### src/rtl/vsq_pkg.sv
// vsq_pkg: definitions shared by the VSQ accumulator and output buffer.
//   vsq_state_e     - accumulator control states
//   VSQ_*_W         - default datapath widths
//   round_half_up() - round-half-up right shift, evaluated at 64 bits so the
//                     rounding add cannot wrap for any accumulator below 64 bits
package vsq_pkg;

  localparam int VSQ_PSUM_W = 24;
  localparam int VSQ_ACC_W  = 32;
  localparam int VSQ_OUT_W  = 16;

  typedef enum logic [1:0] {
    IDLE   = 2'd0,
    ACCUM  = 2'd1,
    RESULT = 2'd2
  } vsq_state_e;

  // (s + 2^(sh-1)) >> sh, with no bias when sh == 0
  function automatic logic [63:0] round_half_up(input logic [63:0] s,
                                                input logic [5:0]  sh);
    logic [63:0] bias;
    bias = (sh == 6'd0) ? 64'd0 : (64'd1 << (sh - 6'd1));
    return (s + bias) >> sh;
  endfunction

endpackage

### src/rtl/vsq_round_sat.sv
// vsq_round_sat: combinational round-half-up right shift followed by unsigned
// saturation to OUT_W bits.
// Ports:
//   s     in  ACC_W  unsigned sum to scale
//   shift in  SH_W   right-shift amount
//   r     out OUT_W  rounded, saturated result
//   sat   out 1      r was clamped to all-ones
module vsq_round_sat
  import vsq_pkg::*;
#(
  parameter int ACC_W = VSQ_ACC_W,
  parameter int OUT_W = VSQ_OUT_W,
  parameter int SH_W  = 5
) (
  input  logic [ACC_W-1:0] s,
  input  logic [SH_W-1:0]  shift,
  output logic [OUT_W-1:0] r,
  output logic             sat
);

  logic [63:0] rounded;

  always_comb begin
    rounded = round_half_up(64'(s), 6'(shift));
    sat     = |rounded[63:OUT_W];
    r       = sat ? {OUT_W{1'b1}} : rounded[OUT_W-1:0];
  end

endmodule

### src/rtl/vsq_accumulator.sv
// vsq_accumulator: accumulates vec_count scaled partial sums from the VSQ
// stage, then rounds/shifts/saturates the total and offers it downstream.
// Ports:
//   clk, rst            clock, synchronous active-high reset
//   start, vec_count,   run request from the layer sequencer; count and
//   shift               shift are latched when the start is accepted
//   in_valid/in_ready/  partial-sum input handshake
//   in_data
//   out_valid/out_ready result output handshake
//   out_data, out_sat   rounded/saturated result and clamp flag
//   busy                high whenever a run or result is in progress
//
// state  | meaning
// IDLE   | waiting for start with non-zero vec_count
// ACCUM  | accepting partial sums until vec_count beats are seen
// RESULT | result held on out_data until downstream accepts it
module vsq_accumulator
  import vsq_pkg::*;
#(
  parameter int IN_W  = VSQ_PSUM_W,
  parameter int CNT_W = 8,
  parameter int ACC_W = VSQ_ACC_W,
  parameter int OUT_W = VSQ_OUT_W,
  parameter int SH_W  = 5
) (
  input  logic             clk,
  input  logic             rst,
  input  logic             start,
  input  logic [CNT_W-1:0] vec_count,
  input  logic [SH_W-1:0]  shift,
  input  logic             in_valid,
  output logic             in_ready,
  input  logic [IN_W-1:0]  in_data,
  output logic             out_valid,
  input  logic             out_ready,
  output logic [OUT_W-1:0] out_data,
  output logic             out_sat,
  output logic             busy
);

  vsq_state_e       state, state_next;
  logic [ACC_W-1:0] acc, acc_next;
  logic [CNT_W-1:0] cnt, cnt_inc;
  logic [CNT_W-1:0] vec_cnt_q;
  logic [SH_W-1:0]  shift_q;
  logic             start_ok;
  logic             load;
  logic             beat;
  logic             last_beat;
  logic [OUT_W-1:0] res_r;
  logic             res_sat;

  // handshake outputs depend only on state
  assign in_ready  = (state == ACCUM);
  assign out_valid = (state == RESULT);
  assign busy      = (state != IDLE);

  assign start_ok  = start && (vec_count != '0);
  assign beat      = in_valid && in_ready;
  assign cnt_inc   = cnt + 1'b1;
  assign last_beat = beat && (cnt_inc == vec_cnt_q);
  assign acc_next  = acc + {{(ACC_W-IN_W){1'b0}}, in_data};

  // the final sum includes the last beat, so round from acc_next
  vsq_round_sat #(
    .ACC_W (ACC_W),
    .OUT_W (OUT_W),
    .SH_W  (SH_W)
  ) u_round_sat (
    .s     (acc_next),
    .shift (shift_q),
    .r     (res_r),
    .sat   (res_sat)
  );

  always_comb begin
    state_next = state;
    load       = 1'b0;
    case (state)
      IDLE: begin
        if (start_ok) begin
          state_next = ACCUM;
          load       = 1'b1;
        end
      end
      ACCUM: begin
        if (last_beat) state_next = RESULT;
      end
      RESULT: begin
        if (out_ready) begin
          if (start_ok) begin
            state_next = ACCUM;
            load       = 1'b1;
          end else begin
            state_next = IDLE;
          end
        end
      end
      default: state_next = IDLE;
    endcase
  end

  always_ff @(posedge clk) begin
    if (rst) begin
      state     <= IDLE;
      acc       <= '0;
      cnt       <= '0;
      vec_cnt_q <= '0;
      shift_q   <= '0;
      out_data  <= '0;
      out_sat   <= 1'b0;
    end else begin
      state <= state_next;
      if (load) begin
        vec_cnt_q <= vec_count;
        shift_q   <= shift;
        acc       <= '0;
        cnt       <= '0;
      end else if (beat) begin
        acc <= acc_next;
        cnt <= cnt_inc;
      end
      if (last_beat) begin
        out_data <= res_r;
        out_sat  <= res_sat;
      end
    end
  end

endmodule

### config.mk
export PLATFORM = sky130hd
export DESIGN_NAME = vsq_accumulator
export DESIGN_NICKNAME = d
export VERILOG_FILES = /design/src/rtl/vsq_pkg.sv /design/src/rtl/vsq_round_sat.sv /design/src/rtl/vsq_accumulator.sv
export SDC_FILE = /design/constraint.sdc
export NUM_CORES = 1
export LEC_CHECK = 0
export BUFFER_PORTS_ARGS = -buffer_cell sky130_fd_sc_hd__buf_2
export CAP_MARGIN = 20
export CORE_AREA = 4 4 121 152
export DETAILED_ROUTE_END_ITERATION = 10
export DIE_AREA = 0 0 125 156
export PLACE_DENSITY = 0.67
export SLEW_MARGIN = 20
export SYNTH_ARGS = -nofsm -noshare
export SYNTH_HDL_FRONTEND = slang
export SYNTH_SLANG_ARGS = --single-unit
### constraint.sdc
create_clock -name clk -period 15.37 [get_ports clk]
set_clock_uncertainty 0.15 [all_clocks]
set_input_delay 3.074 -clock clk [delete_from_list [all_inputs] [get_ports clk]]
set_output_delay 3.074 -clock clk [all_outputs]
set_load 0.1 [all_outputs]
# Word-level counts from Yosys, hierarchy flattened
# Index checks and enable logic that the tools add are counted.
# op_classes
add_sub_neg	4
reduce_logical	10
shift	2
mux	10
eq_ne	6
# op_table
operator	n
$add A32 B64 Y64	1
$mux W64	1
$shl A1 B6 Y64 const A	1
$shr A64 B5 Y64	1
$reduce_or A48 Y1	1
$add A32 B24 Y32	1
$mux W16	1
$add A8 B1 Y8 const B	1
$eq A8 B8 Y1	1
$reduce_bool A8 Y1	1
$mux W2	3
$pmux W2 S3	1
$sub A5 B1 Y6 const B	1
$logic_not A5 Y1	1
$ne A2 B1 Y1 const B	2
$logic_and A1 B1 Y1	3
$mux W1	3
$reduce_and A3 Y1	1
$eq A2 B1 Y1 const B	1
$eq A2 B2 Y1 const B	1
$logic_not A2 Y1	1
$ne A2 B2 Y1 const B	1
$pmux W1 S2	1
$reduce_bool A2 Y1	1
$reduce_or A2 Y1	1
# totals
out_inout_bits	20
wordCells	39
reg_bits	72
in_bits	42

# Longest topological paths before layout
# depth
ltp_word	7
mapped_depth	29
depth_no_buf	27

# By module
# Synthesis repeated with hierarchy kept, for this count alone.
# hier_totals
hier_cells	1175
hier_area_um2	8654.6
# modules_own_cells
mod	area_per_inst_um2	n_inst	seq_area_each_um2	cells_per_inst
vsq_accumulator	4486.8	1	1441.4	530
vsq_round_sat	4167.7	1	0.0	645

# Least setup slack after synthesis
# Ideal clock, no wire load.
# synth_timing
kind	input to register
from	input in_data[0]
to	register out_data[2]
stages	28
path_slack_ns	6.261
setup_time_ns	0.139
arrival_ns	8.820
n_path_buf	2
t_required_ns	15.081
cell_sequence	ha_1 > inv_1 > fa_1 > nor2b_1 > o21ai_0 > a21boi_0 > o21ai_0 > a21boi_0 > o41a_1 > a221o_1 > o21a_1 > a21boi_0 > xnor2_1 > ha_1 > clkbuf_1 > nand4_1 > nor3_1 > nand4_1 > o32ai_1 > o2111ai_1 > a22o_1 > mux2_2 > a21oi_1 > mux4_2 > nand4b_4 > o41ai_4 > buf_6 > a211oi_2
# synth_via
elab_chain_cells	5
# synth_lines
item	line	text
from (decl)	vsq_accumulator.sv:33	input logic [IN_W-1:0] in_data,
$add A32 B24 Y32 *	vsq_accumulator.sv:62	assign acc_next = acc + {{(ACC_W-IN_W){1'b0}}, in_data};
via acc_next[20]	vsq_accumulator.sv:42	logic [ACC_W-1:0] acc, acc_next;
$add A32 B64 Y64 *	vsq_pkg.sv:23	return (s + bias) >> sh;
$shr A64 B5 Y64 *	vsq_pkg.sv:23	
$reduce_or A48 Y1	vsq_round_sat.sv:25	sat = |rounded[63:OUT_W];
$mux W16 *	vsq_round_sat.sv:26	r = sat ? {OUT_W{1'b1}} : rounded[OUT_W-1:0];
to (signal assigned)	vsq_accumulator.sv:124	out_data <= res_r;
to (decl)	vsq_accumulator.sv:36	output logic [OUT_W-1:0] out_data,
# Mark *: on every way through the listed nets, which the timed path passes. The rest lies on a longest branch.
# A chain may end at the register's enable or synchronous reset.

# Worst setup path after layout
# layout_timing
from	input in_data[1]
to	register out_data[7]
# The elaborated chain is that of the path after synthesis.

==> key figures <==
Clock network
  • Clock Path Buffers: 2
  • Root Driver: clkbuf_16
  • TritonCTS Buffers: 9
  • CTS tree: built
  • Sink Count: 72
  • Clock-pin slew on the worst setup and hold paths: 0.06 ns
  • H-tree depth: 3
  • PostCTS Resize Cnt: 0
  • # Post-CTS Setup Buffers: 0
  • Worst-Skew Late Latency: around 0.36 ns
  • CTS Hold Bufs: 0

Power
  • Peak supply drop: around 0.047 mV
  • Psw: between 0.2 and 0.25 mW
  • Flop pwr share: 0.303
  • Power Density: 71.7 nW/um^2
  • Internal power: roughly 0.40 mW
  • Net Sw Frac: 0.386
  • Combinational fraction of design power: 0.373
  • Tot Pwr: roughly 0.64 mW
  • LEAKAGE: 3.76 nW
  • Clock power frac: 0.324

Placed design
  • RD Place Congestion: 0.970
  • DPL Wire Length: around 18000 um
  • PortBufs: 61
  • DP Worst Slack: between 4 and 5 ns
  • DP Area: roughly 8700 um^2

Global route
  • Number of global-route vias before repair: 7930
  • Gr ovfl total: 0
  • Gr busiest metal: met2
  • GR Layer Usage met1: 0.305
  • Total GRT Usage: 0.238
  • Met2 Use GR: 0.393
  • First-pass GRT wire length: ~39000 um
  • Largest net degree at the start of global routing: between 40 and 50
  • Number of antenna violations at the first check in global routing: 0
  • GR Util met3: 0.0315

Timing
  • Worst rel slew slack: 0.280
  • Fmax: 100 MHz
  • Tcrit/Tclk final: 0.649
  • Max Slew Vio Count: 0
  • Slew @ Worst Pin: about 1.1 ns
  • Final setup viols: 0
  • Setup_tns: 0 ns
  • Unrepaired setup endpoints after global routing: false
  • Final Hold Viols: 0
  • Setup ws final: between 5 and 6 ns
  • Final worst path period need: between 9 and 10 ns

Logic synthesis
  • Async set or reset register ratio after synthesis: 0
  • Syn nets: ~1200
  • Sequential fraction of the synthesis area: 0.174
  • Main synth FF type: dfxtp_1
  • Post-synthesis mux area share: 0.0957
  • Avg Cell Area, Syn: 7.32 um^2
  • Post-synthesis compound-gate area fraction: 0.266
  • Largest family of logic cells by synthesized area: compound AO/OA/AOI/OAI gates
  • Synth top area share: 0.174
  • Synth cell types: slightly below 80
  • Commonest cells in the netlist: nor2_1, nand2_1, a21oi_1, dfxtp_1, ha_1
  • Post-synthesis xor/xnor area fraction: 0.0855
  • Synth area leaders: dfxtp_1, ha_1, nor2_1
  • Syn. warnings: 0
  • Mapped Area: ~8300 um^2
  • Post-Synth Adder-Cell Area: 0.0908
  • #FFs+latches synth: between 70 and 80
  • Post-synth EDFFs: 0
  • Most common cell in the netlist: nor2_1
  • Simple-gate share of the synthesized area: 0.237
  • Area leader, netlist: dfxtp_1
  • Syn Inst Count: approximately 1100

Routing
  • DRT iter0 DRCs: 692
  • Drt total wl: 23400 um
  • WL/cell: between 15 and 20 um
  • Vias/cell: approximately 6
  • Antenna-violating nets left: 0
  • DRT Pass-1 Iters: 6
  • DR vias: between 8000 and 9000
  • DRC violations left: 0

Layout
  • Final Core Density: 0.533
  • Post-layout net count: 1245
  • Fillers: between 1500 and 2000
  • Ratio of cells with drive above 1 in the final layout: 0.124
  • Finished Cell Area: 8980 um^2
  • Seq. cell area: roughly 1400 um^2
  • Syn-to-layout area delta: 8.26%
  • N_diodes: 0
  • Multi-input gate area: 6460 um^2

Worst setup path
  • Slowest stage cell, crit path: a211oi_1
  • R2r startpoint: acc[0]$_SDFFE_PP0P_
  • Critical Setup Path Class: input pin to flip-flop
  • Critical Path RT: roughly 15 ns
  • Max incr delay on CP: roughly 0.74 ns
  • Data arrival time of the worst path: 10.10 ns
  • Register-to-register setup slack: 7.88 ns
  • CP Launch Type: input pin
  • Critical path fanouts, max: 12
  • CP Buf/Inv Count: 2
  • Critical R2R Capture: out_data[7]$_SDFFE_PP0P_
  • Crit-path leading delay family: compound AO/OA/AOI/OAI gates
  • CP Capture Type: flip-flop
  • R2R depth: 28

Floorplan
  • Ports: a little over 60
  • Full die area: between 15000 and 20000 um^2
  • Die height: ~160 um
  • Initial core utilization: 0.493
  • Core area: ~17000 um^2
  • DIE WIDTH: ~130 um
  • FP Rows: 53

Worst hold path
  • Min-delay src: acc[23]$_SDFFE_PP0P_
  • Worst Hold Endpoint: acc[23]$_SDFFE_PP0P_
  • WHS Path Cells: 2
  • HP Class: flip-flop to flip-flop

Status
  • Status: finished, final reports clean

Flow run
  • Maxcap violations: 0
-- per-stage QoR --
stage / hold WS [ns] / cells
final: 0.306 / 1369
after global routing: 0.323 / 1369
after CTS: 0.308 / 1368
after detailed placement: 0.301 / 1352
after global placement: 0.295 / 1352
after floorplan: 0.286 / 1133
-- worst max-delay path by stage --
stage               startpoint  slack (ns)  cells after the start                         to
floorplan           in_data[0]        6.26                     28   out_data[2]$_SDFFE_PP0P_
global placement    in_data[1]        4.97                     25   out_data[7]$_SDFFE_PP0P_
detailed placement  in_data[1]        4.84                     25   out_data[7]$_SDFFE_PP0P_
CTS                 in_data[1]        5.17                     25   out_data[7]$_SDFFE_PP0P_
global route        in_data[0]        4.81                     29  out_data[12]$_SDFFE_PP0P_
finish              in_data[1]        5.39                     26   out_data[7]$_SDFFE_PP0P_
-- cell usage in the layout, fill, tap and decap left out, types with 5 or more instances in the layout --
master     instances
nor2_1           160
nand2_1          119
a21oi_1          102
dfxtp_1           72
buf_2             61
ha_1              57
xnor2_1           50
mux2i_1           40
nor3_1            39
o21ai_0           35
inv_1             33
xor2_1            31
nand3_1           28
a211oi_1          26
a21o_1            23
and3_1            17
nand4_1           16
o211ai_1          14
mux4_2            13
a211oi_2          11
buf_4             10
nand2b_1           9
a31oi_1            9
nor4_1             9
mux2_2             9
clkbuf_16          9
o21bai_1           8
o22ai_1            8
or2_2              7
o221ai_1           7
nor2b_1            6
o21a_1             6
or3_1              6
a21boi_0           5
a41oi_1            5
and2_1             5
o31ai_1            5
-- logic make-up (layout without fill, tap and decap cells) --
logic type,Yosys count,in the layout
multiplexers,62,62
adder cells (fa/ha/maj),59,59
other,1,1
XOR/XNOR,81,81
flip-flops,72,72
AO/OA/AOI/OAI,318,318
buffers and inverters,106,122
AND/OR/NAND/NOR,434,434
-- flip-flops by register name (all words and copies together) (netlist names) --
name	cells
out_sat	1
shift_q	5
vec_cnt_q	8
cnt	8
state	2
acc	32
out_data	16
-- worst reg2reg max path, delay by kind of cell (launching register included) --
family                     cells  cell delay (ns)
AOI/OAI and AO/OA             16             4.69
adders and majority gates      3             1.00
and+or+nand+nor                5             0.68
buffers and inverters          3             0.40
DFF                            1             0.34
xor gates and xnor gates       1             0.16
-- metal layers --
layer  up-vias  share of wire
met3        66          0.052
met1      3834           0.45
li1       4157              -
met5         -              0
met4         0          0.041
met2       313           0.46
-- power groups by stage --
stage | sequential, mW | clock, mW | combinational, mW
final | 0.195 | 0.209 | 0.240
after detailed placement | 0.199 | 0 | 0.235
after CTS | 0.195 | 0.215 | 0.237
after floorplan | 0.203 | 0 | 0.178
after global placement | 0.199 | 0 | 0.236
after global routing | 0.195 | 0.222 | 0.263
-- area by class of cell --
class,instances,share of cell area
Multi-Input combinational cell,955,0.719
Sequential cell,72,0.160
Timing Repair Buffer,72,0.0436
Tap cell,220,0.0306
Clock buffer,9,0.0251
Inverter,34,0.0142
Clock inverter,7,0.00682
(Power assumes the default switching activity.)
